===== src/rtl/amplitude_envelope_scheduler.sv =====
// Sweeps NUM_CH channels through a shared OU envelope core on every sample tick,
// clamping each returned envelope and storing it with the advanced LFSR state.
module amplitude_envelope_scheduler #(
  parameter int WIDTH   = 18,
  parameter int FRAC    = 14,
  parameter int NUM_CH  = 4,
  parameter int TIMEOUT = 15
) (
  input  logic                    clk,
  input  logic                    rst_n,
  input  logic                    clk_en,
  input  logic                    cfg_we,
  input  logic [1:0]              cfg_ch,
  input  logic [15:0]             cfg_seed,
  input  logic signed [WIDTH-1:0] cfg_tau_inv,
  input  logic                    err_clr,
  output logic                    core_req,
  output logic [1:0]              core_ch,
  output logic signed [WIDTH-1:0] core_state,
  output logic [15:0]             core_seed,
  output logic signed [WIDTH-1:0] core_tau_inv,
  input  logic                    core_ack,
  input  logic signed [WIDTH-1:0] core_result,
  input  logic [15:0]             core_lfsr,
  output logic                    env_out_valid,
  output logic [1:0]              env_out_ch,
  output logic signed [WIDTH-1:0] env_out,
  output logic                    busy,
  output logic                    overrun,
  output logic                    timeout_err
);

  localparam int WAIT_W = $clog2(TIMEOUT + 1);
  localparam logic signed [WIDTH-1:0] ENV_ONE = WIDTH'(1 << FRAC);
  localparam logic signed [WIDTH-1:0] ENV_LO  = WIDTH'(1 << (FRAC - 1));
  localparam logic signed [WIDTH-1:0] ENV_HI  = WIDTH'((1 << FRAC) + (1 << (FRAC - 1)));
  localparam logic [15:0]             SEED_DEF = 16'hACE1;

  typedef enum logic [1:0] {S_IDLE, S_REQ, S_WRITE} state_e;

  state_e                  state_q, state_d;
  logic [1:0]              ch_q, ch_d;
  logic [WAIT_W-1:0]       wait_q, wait_d;
  logic                    store;
  logic                    timeout_set;
  logic                    overrun_set;
  logic signed [WIDTH-1:0] clamped;
  logic [15:0]             lfsr_fixed;

  logic signed [WIDTH-1:0] env_q  [NUM_CH];
  logic [15:0]             seed_q [NUM_CH];
  logic signed [WIDTH-1:0] tau_q  [NUM_CH];

  logic                    valid_q;
  logic [1:0]              out_ch_q;
  logic signed [WIDTH-1:0] out_q;
  logic                    overrun_q;
  logic                    timeout_q;

  always_comb begin
    if (core_result < ENV_LO)      clamped = ENV_LO;
    else if (core_result > ENV_HI) clamped = ENV_HI;
    else                           clamped = core_result;
    lfsr_fixed = (core_lfsr == '0) ? SEED_DEF : core_lfsr;
  end

  always_comb begin
    state_d     = state_q;
    ch_d        = ch_q;
    wait_d      = wait_q;
    store       = 1'b0;
    timeout_set = 1'b0;
    unique case (state_q)
      S_IDLE: begin
        if (clk_en) begin
          ch_d    = '0;
          wait_d  = '0;
          state_d = S_REQ;
        end
      end
      S_REQ: begin
        if (core_ack) begin
          store   = 1'b1;
          state_d = S_WRITE;
        end else if (wait_q == WAIT_W'(TIMEOUT - 1)) begin
          // this unacknowledged cycle brings the wait count to TIMEOUT
          timeout_set = 1'b1;
          state_d     = S_WRITE;
        end else begin
          wait_d = wait_q + 1'b1;
        end
      end
      S_WRITE: begin
        if (ch_q == 2'(NUM_CH - 1)) begin
          state_d = S_IDLE;
        end else begin
          ch_d    = ch_q + 2'd1;
          wait_d  = '0;
          state_d = S_REQ;
        end
      end
      default: state_d = S_IDLE;
    endcase
  end

  assign overrun_set = clk_en && (state_q != S_IDLE);

  always_ff @(posedge clk or negedge rst_n) begin
    if (!rst_n) begin
      state_q   <= S_IDLE;
      ch_q      <= '0;
      wait_q    <= '0;
      valid_q   <= 1'b0;
      out_ch_q  <= '0;
      out_q     <= '0;
      overrun_q <= 1'b0;
      timeout_q <= 1'b0;
    end else begin
      state_q <= state_d;
      ch_q    <= ch_d;
      wait_q  <= wait_d;
      valid_q <= store;
      if (store) begin
        out_ch_q <= ch_q;
        out_q    <= clamped;
      end
      if (overrun_set)  overrun_q <= 1'b1;
      else if (err_clr) overrun_q <= 1'b0;
      if (timeout_set)  timeout_q <= 1'b1;
      else if (err_clr) timeout_q <= 1'b0;
    end
  end

  // A configuration write to the channel being stored takes priority over the core result.
  always_ff @(posedge clk or negedge rst_n) begin
    if (!rst_n) begin
      for (int unsigned i = 0; i < NUM_CH; i++) begin
        env_q[i]  <= ENV_ONE;
        seed_q[i] <= SEED_DEF + 16'(i);
        tau_q[i]  <= WIDTH'(1);
      end
    end else begin
      for (int unsigned i = 0; i < NUM_CH; i++) begin
        if (cfg_we && 32'(cfg_ch) == i) begin
          env_q[i]  <= ENV_ONE;
          seed_q[i] <= (cfg_seed == '0) ? SEED_DEF : cfg_seed;
          tau_q[i]  <= cfg_tau_inv;
        end else if (store && 32'(ch_q) == i) begin
          env_q[i]  <= clamped;
          seed_q[i] <= lfsr_fixed;
        end
      end
    end
  end

  assign busy          = (state_q != S_IDLE);
  assign core_req      = (state_q == S_REQ);
  assign core_ch       = ch_q;
  assign core_state    = env_q[ch_q];
  assign core_seed     = seed_q[ch_q];
  // tau_inv is only driven during a request so the output bus rests at zero
  assign core_tau_inv  = core_req ? tau_q[ch_q] : '0;
  assign env_out_valid = valid_q;
  assign env_out_ch    = out_ch_q;
  assign env_out       = out_q;
  assign overrun       = overrun_q;
  assign timeout_err   = timeout_q;

endmodule


===== config.mk =====
export PLATFORM = sky130hd
export DESIGN_NAME = amplitude_envelope_scheduler
export DESIGN_NICKNAME = d
export VERILOG_FILES = /design/src/rtl/amplitude_envelope_scheduler.sv
export SDC_FILE = /design/constraint.sdc
export NUM_CORES = 1
export LEC_CHECK = 0
export BUFFER_PORTS_ARGS = -buffer_cell sky130_fd_sc_hd__buf_2
export CAP_MARGIN = 20
export CELL_PAD_IN_SITES_DETAIL_PLACEMENT = 1
export CELL_PAD_IN_SITES_GLOBAL_PLACEMENT = 1
export CORE_MARGIN = 2
export CORE_UTILIZATION = 45
export DETAILED_ROUTE_END_ITERATION = 6
export PLACE_DENSITY = 0.9
export SLEW_MARGIN = 20
export SYNTH_ARGS = -nofsm -noshare
export SYNTH_HDL_FRONTEND = slang
export SYNTH_SLANG_ARGS = --single-unit

===== constraint.sdc =====
create_clock -name clk -period 4.2 [get_ports clk]
set_clock_uncertainty 0.15 [all_clocks]
set_input_delay 0.42 -clock clk [delete_from_list [all_inputs] [get_ports clk]]
set_output_delay 0.42 -clock clk [all_outputs]
set_load 0.01 [all_outputs]

; ---- After elaboration in Yosys (flattened, before gate mapping)
; Cells that the tools add are included.
[word_totals]
input_bits = 76
elab_cells = 117
out_inout_bits = 79
reg_bits = 239
[op_classes]
n_lt_le_gt_ge = 3
n_addsub = 2
reduce_logical = 26
bitwise_logic = 1
n_mux = 51
eq_ne = 14
[ops]
columns = operator, count
row1 = 18-bit two-way mux, 15
row2 = 16-bit two-way mux, 12
row3 = 18-bit binary-select mux with 2-bit select, 2
row4 = 16-bit binary-select mux with 2-bit select, 1
row5 = 16-bit logical NOT, 2
row6 = "18-bit by 16-bit > comparator with 1-bit output, second input constant", 1
row7 = "18-bit by 15-bit < comparator with 1-bit output, second input constant", 1
row8 = 4-bit two-way mux, 4
row9 = 2-bit nonzero test, 8
row10 = 4-bit case mux with 3 select lines, 1
row11 = "2-bit equality test, second input constant", 5
row12 = 2-bit two-way mux, 5
row13 = 1-bit logical AND, 9
row14 = 1-bit two-way mux, 9
row15 = "2-bit inequality test, second input constant", 4
row16 = "2-bit by 1-bit equality test with 1-bit output, second input constant", 3
row17 = 2-bit logical NOT, 3
row18 = 2-bit case mux with 3 select lines, 1
row19 = 5-bit AND reduction, 1
row20 = "4-bit by 1-bit adder with 4-bit output, second input constant", 1
row21 = "4-bit equality test, second input constant", 1
row22 = 2-bit case mux with 2 select lines, 1
row23 = "3-bit >= comparator, second input constant", 1
row24 = "3-bit by 1-bit inequality test with 1-bit output, second input constant", 1
row25 = other kinds (5), 5

; ---- Logic depth before layout (Yosys ltp)
; Gate-level depths: netlist of run 1.
[logic_depth]
depth_word = 5
ltp_mapped = 10
depth_no_buf = 7

; ---- Worst setup path after synthesis of run 1
; Ideal clock, no wire load.
[synth_timing]
path_kind = reg-to-output
from = reg ch_q[0], in the netlist core_ch[0]
to = out core_tau_inv[15]
path_stages_with_launch = 5
arrival_ps = 1722
n_path_buf = 2
path_slack_ps = 1908
required_time_ps = 3630
cell_sequence = dfrtp_1 > buf_2 > buf_2 > mux4_2 > and2_1
[synth_via]
elab_chain_cells = 5
[synth_lines]
columns = item, line
row1 = from (decl), 42  ; logic [1:0] ch_q, ch_d;
row2 = from (signal assigned), 120  ; ch_q <= ch_d;
row3 = 2-bit NOT with 3-bit output (not written as such), 162  ; assign core_tau_inv = core_req ? tau_q[ch_q] : '0;
row4 = 18-bit binary-select mux with 2-bit select, 162
row5 = 18-bit two-way mux (not written as such) (2 in series), 162
row6 = 18-bit two-way mux, 162
row7 = to (decl), 21  ; output logic signed [WIDTH-1:0] core_tau_inv,
; Every way passes these cells. The select of a mux whose other input is x is not followed.

; ---- Worst setup path in the final report of run 1
[layout_timing]
from = reg ch_q[1], in the netlist core_ch[1]
to = out core_tau_inv[4]
; Same word-level chain as after synthesis.

==> impl_metrics.csv, run 1 <==
group,metric,value,unit
floorplanning,die_area,26000,um2
layout,fin_area,13100,um2
sta,maxSlewViolCount,0,
floorplanning,fp-row-count,57,
clock_network,tritoncts,"yes",
route,drt_iter0_drc,767,
global_route,antenna_found_initial,2,
critical_path,cpLargestDelayFamily,"flip-flops",
min_path,worstHoldStart,"cfg_tau_inv[16]",
min_path,min_path_type,"input pin to flip-flop",
critical_path,critPathSlowestCell,"dfrtp_2",
clock_network,post_cts_buffers,0,
critical_path,critPathKind,"flip-flop to output port",
critical_path,worstRegToRegCells,7,
placement,placed_area,12100,um2
logic_synthesis,netlist_area,11100,um2
critical_path,r2r-start,"state_q[1]$_DFFE_PN0P_",
route,dr.pass1.iters,5,
critical_path,slowest_delay,0.77,ns
layout,area_delta_synth_final,17.9,%
sta,worstMarginPinSlew,1.09,ns
clock_network,cts_buffers,27,
logic_synthesis,ys_warn_count,0,
global_route,grt_max_degree,113,
placement,place_congestion,0.813,
logic_synthesis,synth-seq-cells,239,
critical_path,cp.required,3.63,ns
critical_path,critPathMaxFanout,37,
logic_synthesis,ys_types,50,
sta,max_freq,306,MHz
min_path,hold_path_depth,3,
layout,multi_input_area,4690,um2
floorplanning,floorplan.initialDensity,0.458,
route,via_per_inst,6.18,
clock_network,cts_max_path_buffers,3,
sta,slew_headroom,0.274,
sta,min_period_over_period,0.777,
placement,io_buffers,154,
clock_network,cts_resized,0,
critical_path,crit_path_end_kind,"output port",
logic_synthesis,ys_seq_area_frac,0.541,
global_route,gr-total-overflow,0,
layout,drive_above_1_share,0.273,
critical_path,worstSetupStartpointType,"flip-flop",
layout,fin_nets,1265,
outcome,status,"complete, no violations",
critical_path,cp_data_arrival_time,2.69,ns
floorplanning,die_y,161,um
logic_synthesis,syn_nets,1131,
logic_synthesis,async_flop_share,1.00,
logic_synthesis,syn_inst,1049,
logic_synthesis,synth_edf_count,0,
sta,tns,0,ns
sta,rsz0062_at_grt,"false",
route,drcViolationCount,0,
layout,seqCellArea,6040,um2
floorplanning,chipWidth,161,um
route,wl_per_cell,24.3,um
placement,dpl.hpwl,22.4,mm
logic_synthesis,avgSynthCellArea,10.6,um2
clock_network,cts.root.buffer_cell,"clkbuf_16",
sta,finalSetupViolCount,0,
clock_network,cts_htree_levels,1,
clock_network,clk_latency,0.54,ns
min_path,min_to,"tau_q[34]$_DFFE_PN0P_",
clock_network,cts.sinks,239,
global_route,grt_pass1_wl,58.5,mm
route,via_count,9443,
sta,hold_viol,0,
pwr,leakage,6.18,nW
critical_path,r2r_slack,1.14,ns
critical_path,path_cells,"buf_4 > mux4_2 > and2_1 > buf_2",
global_route,grt_pass1_vias,10400,
logic_synthesis,synthFlopType,"dfrtp_1",
critical_path,critPathBufInv,2,
route,final_antenna_net_count,0,
global_route,grt_usage,0.289,
route,wl,37.1,mm
run,maxCapViolations,0,
layout,fill_cells,2644,
clock_network,clkTransAtPathRegs,0.06,ns
pwr,cellPowerDensity,577,nW/um2
floorplanning,core,24300,um2
sta,period_minus_slack,3.26,ns
critical_path,r2r-end,"env_q[54]$_DFFE_PN0P_",
pwr,ir_worst_vdd,0.234,mV
floorplanning,num_io_pins,155,
worst reg2reg max path, cell delays in order (launching register included):
cell	delay (ns)
dfrtp_1	0.44
nand2b_4	0.19
inv_4	0.24
nand2_8	0.17
inv_2	0.22
nand2_2	0.39
nor3_2	0.89
a32o_1	0.28
routing by layer:
metal  part of all wire  track usage  up-vias
met5            0.00019            0        -
met4              0.038        0.124        2
met3              0.070       0.0519      114
met2               0.50        0.486      415
met1               0.40        0.369     4903
li1                   -            -     4009
stage by stage:
step	hold WS, ns	utilization	instances	worst slack, ns	power, mW
3_3_place_gp	0.298	0.497	1462	1.31	5.03
4_1_cts	0.00209	0.540	1527	0.955	7.57
2_1_floorplan	-0.0256	-	1049	1.91	4.37
5_1_grt	0.0220	0.540	1527	0.854	7.88
3_5_place_dp	0.301	0.497	1462	1.24	5.15
6_report	0.0202	0.540	1528	0.935	7.58
area by class of cell:
cell class                 instances  share of cell area
antenna                            1            0.000190
clock inverter                     6             0.00448
multi-input combinational        719               0.357
timing repair buffer             188              0.0829
inverter                           8             0.00248
sequential                       239               0.460
tap                              324              0.0309
clock buffer                      43              0.0629
synthesized netlist by cell type (7+ instances only):
master | count | area (um2)
a22o_1 | 13 | 114
a31oi_1 | 32 | 200
a32o_1 | 48 | 480
and2_1 | 19 | 119
and3_1 | 13 | 81.3
buf_2 | 21 | 105
buf_6 | 7 | 78.8
clkbuf_1 | 46 | 173
dfrtp_1 | 198 | 4950
dfstp_2 | 41 | 1080
mux4_2 | 52 | 1170
nand2_1 | 309 | 1160
nor2_1 | 54 | 203
nor3_1 | 36 | 180
nor4_1 | 11 | 68.8
o21ai_0 | 39 | 195
o22ai_1 | 32 | 200
cells by family (layout without fill, tap and decap cells):
| logic type | Yosys count | count (layout) | share of synthesized area |
|---|---|---|---|
| simple gates | 475 | 475 | 0.186 |
| compound gates | 185 | 185 | 0.120 |
| mux | 53 | 53 | 0.106 |
| buf+inv | 91 | 245 | 0.0396 |
| fa+ha+maj | 6 | 6 | 0.00674 |
| other cells | 0 | 1 | 0 |
| flops | 239 | 239 | 0.541 |
power by group:
| group | switching, mW | internal, mW |
|---|---|---|
| logic | 1.16 | 0.881 |
| registers | 0.334 | 2.84 |
| clock network | 0.965 | 1.40 |
| total | 2.46 | 5.12 |
timing repair:
item                                   4_1_cts  5_1_grt
setup endpoints to repair                    0        0
endpoints found under the hold margin      133        0
hold buffers                                16        0
sequential cells by signal (all words and copies together) (netlist names):
signal / cells
overrun: 1
env_out: 18
seed_q: 64
env_out_valid: 1
wait_q: 4
tau_q: 72
env_q: 72
state_q: 2
timeout_err: 1
env_out_ch: 2
core_ch: 2
how the worst max path moves through the flow:
stage | startpoint | endpoint | slack (ns) | cells past startpoint
final | core_ch[1]$_DFFE_PN0P_ | core_tau_inv[4] | 0.94 | 4
after global placement | state_q[1]$_DFFE_PN0P_ | env_q[22]$_DFFE_PN0P_ | 1.31 | 7
after CTS | core_ch[0]$_DFFE_PN0P_ | core_tau_inv[16] | 0.96 | 4
after floorplan | core_ch[0]$_DFFE_PN0P_ | core_tau_inv[15] | 1.91 | 4
after detailed placement | state_q[1]$_DFFE_PN0P_ | env_q[26]$_DFFE_PN0P_ | 1.24 | 7
after global routing | core_ch[0]$_DFFE_PN0P_ | core_tau_inv[15] | 0.85 | 4
cells in the final DEF, fill, tap and decap left out, drive strengths merged, types with 11 or more instances in the layout:
cell / Yosys / routed
a22o: 13 / 13
a31oi: 32 / 32
a32o: 48 / 48
and2: 22 / 22
and3: 13 / 13
buf: 37 / 172
clkbuf: 46 / 43
dfrtp: 198 / 198
dfstp: 41 / 41
dlygate4sd3: 0 / 16
mux4: 52 / 52
nand2: 312 / 312
nor2: 54 / 54
nor3: 39 / 39
nor4: 11 / 11
o21ai: 40 / 40
o22ai: 32 / 32
(Power assumes the default switching activity.)
==> run 2: changes to the inputs <==
--- a/config.mk
+++ b/config.mk
@@ -10,9 +10,9 @@
 export CELL_PAD_IN_SITES_DETAIL_PLACEMENT = 1
 export CELL_PAD_IN_SITES_GLOBAL_PLACEMENT = 1
 export CORE_MARGIN = 2
-export CORE_UTILIZATION = 45
+export CORE_UTILIZATION = 41
 export DETAILED_ROUTE_END_ITERATION = 6
-export PLACE_DENSITY = 0.9
+export PLACE_DENSITY = 0.87
 export SLEW_MARGIN = 20
 export SYNTH_ARGS = -nofsm -noshare
 export SYNTH_HDL_FRONTEND = slang
==> constraint.sdc (replaced) <==
create_clock -name clk -period 3 [get_ports clk]
set_clock_uncertainty 0.15 [all_clocks]
set_input_delay 0.3 -clock clk [delete_from_list [all_inputs] [get_ports clk]]
set_output_delay 0.3 -clock clk [all_outputs]
set_load 0.01 [all_outputs]
==> impl_metrics.csv, run 2 (synthesis gave the netlist of run 1 again) <==
group,metric,value,unit
outcome,status,"complete, no violations",
placement,io_buffers,154,
clock_network,clkTransAtPathRegs,0.06,ns
route,dr.pass1.iters,5,
critical_path,slowest_delay,0.61,ns
route,via_count,9650,
layout,fin_area,13900,um2
critical_path,crit_path_end_kind,"flip-flop",
global_route,gr-total-overflow,0,
sta,min_period_over_period,0.965,
sta,maxSlewViolCount,0,
sta,period_minus_slack,2.90,ns
floorplanning,fp-row-count,60,
placement,place_congestion,0.850,
global_route,grtUsageMet3,0.0426,
clock_network,cts_max_path_buffers,3,
sta,max_freq,345,MHz
placement,placed_area,12200,um2
global_route,grt_pass1_vias,10500,
route,drt_iter0_drc,834,
sta,finalSetupViolCount,0,
global_route,grt_max_degree,76,
route,wl,37.4,mm
clock_network,cts_htree_levels,1,
clock_network,clk_latency,0.55,ns
sta,hold_viol,0,
route,via_per_inst,5.99,
clock_network,tritoncts,"yes",
critical_path,worstSetupStartpointType,"flip-flop",
pwr,ir_worst_vdd,0.419,mV
global_route,grt_usage,0.264,
clock_network,cts_buffers,28,
layout,area_delta_synth_final,24.3,%
critical_path,critPathMaxFanout,24,
placement,dpl.hpwl,22.6,mm
layout,layout_commonest_cell,"nand2_1",
floorplanning,chipWidth,169,um
layout,final_cell_mix,"309 x nand2_1, 196 x dfrtp_1, 153 x buf_2",
layout,fin_nets,1331,
sta,slew_headroom,0.281,
layout,drive_above_1_share,0.272,
layout,seqCellArea,6040,um2
min_path,min_path_type,"input pin to flip-flop",
global_route,met2_usage,0.471,
critical_path,cpLargestDelayFamily,"buffers and inverters",
placement,pre_cts_ws,0.415,ns
floorplanning,die_y,169,um
critical_path,critPathBufInv,4,
floorplanning,core,26800,um2
critical_path,path_cells,"nand2b_4 > inv_4 > nand2_8 > inv_2 > nand2_2 > buf_4 > nand2_1 > a31oi_1 > dlygate4sd3_1",
global_route,antenna_found_initial,1,
layout,fill_cells,2905,
sta,setup_slack,0.104,ns
global_route,grt_pass1_wl,59.3,mm
sta,tns,0,ns
pwr,leakage,6.48,nW
global_route,gr-usage-met1,0.336,
critical_path,critPathSlowestCell,"dlygate4sd3_1",
floorplanning,num_io_pins,155,
route,wl_per_cell,23.2,um
critical_path,cp_data_arrival_time,3.17,ns
run,maxCapViolations,0,
clock_network,cts.root.buffer_cell,"clkbuf_16",
critical_path,critPathKind,"flip-flop to flip-flop",
layout,top_regs,"env_q: 72 flops, tau_q: 72 flops, seed_q: 64 flops",
sta,worstMarginPinSlew,1.07,ns
floorplanning,die_area,28500,um2
route,drcViolationCount,0,
clock_network,cts.sinks,239,
route,final_antenna_net_count,0,
global_route,busiest_layer,"met2",
pwr,cellPowerDensity,783,nW/um2
pwr,p_total,10.8,mW
critical_path,cp.required,3.27,ns
floorplanning,floorplan.initialDensity,0.416,
layout,multi_input_area,4680,um2
layout,n_antenna_cell,0,
## run 2: cell types whose count changed in the layout (fill, tap and decap cells not counted), sizes merged
cell,before,now
clkinv,4,7
bufinv,1,2
dlygate4sd3,16,68
diode,1,0
buf,172,185
clkbuf,43,38
clkinvlp,0,5
inv,9,8
## run 2: path summary, 6_finish.rpt
kind                                         from                      end  slack, ns  depth (start not counted)
max in group asynchronous                   rst_n    tau_q[18]$_DFFE_PN1P_       1.65                          3
min in group asynchronous                   rst_n  env_out[12]$_DFFE_PN0P_       0.15                          2
max reg2reg                state_q[1]$_DFFE_PN0P_   seed_q[44]$_DFFE_PN0P_       0.10                          9
min                                  core_lfsr[6]   seed_q[38]$_DFFE_PN1P_       0.03                          3
max                        state_q[1]$_DFFE_PN0P_   seed_q[44]$_DFFE_PN0P_       0.10                          9
min reg2reg                 tau_q[36]$_DFFE_PN1P_    tau_q[36]$_DFFE_PN1P_       0.31                          2
## run 2: per-layer routing
| layer | vias up | part of all wire |
|---|---|---|
| li1 | 4137 | - |
| met1 | 5092 | 0.41 |
| met2 | 354 | 0.51 |
| met3 | 65 | 0.058 |
| met4 | 2 | 0.020 |
| met5 | - | 0.00027 |
## run 2: what timing repair did
action / 4_1_cts / 5_1_grt
pin swaps: 0 / 0
endpoints found under the hold margin: 242 / 0
setup endpoints to repair: 12 / 2
setup buffers: 0 / 1
gates resized for setup: 2 / 0
hold buffers: 68 / 0
## run 2: stage by stage
stage | utilization | std cells | hold slack, ns
after floorplan | - | 1049 | -0.146
after global placement | 0.456 | 1491 | 0.142
after detailed placement | 0.456 | 1491 | 0.147
after CTS | 0.516 | 1611 | 0.00128
after global routing | 0.517 | 1612 | 0.0217
final | 0.517 | 1612 | 0.0278
## run 2: final cells by class
cell class                 instances  share of cell area
sequential                       239               0.436
multi-input combinational        719               0.338
timing repair buffer             253               0.126
clock buffer                      38              0.0569
tap                              341              0.0308
clock inverter                    14              0.0104
inverter                           8             0.00235
## run 2: where the power goes
part	switching (mW)	internal, mW
Clock	1.41	2.02
Combinational	1.66	1.37
Sequential	0.418	3.97
## run 2: tightest hold or removal path: cells and delay by family
family                 cells  cell delay [ns]
and+or+nand+nor            1             0.07
AOI/OAI and AO/OA          1             0.14
buffers and inverters      1             0.15
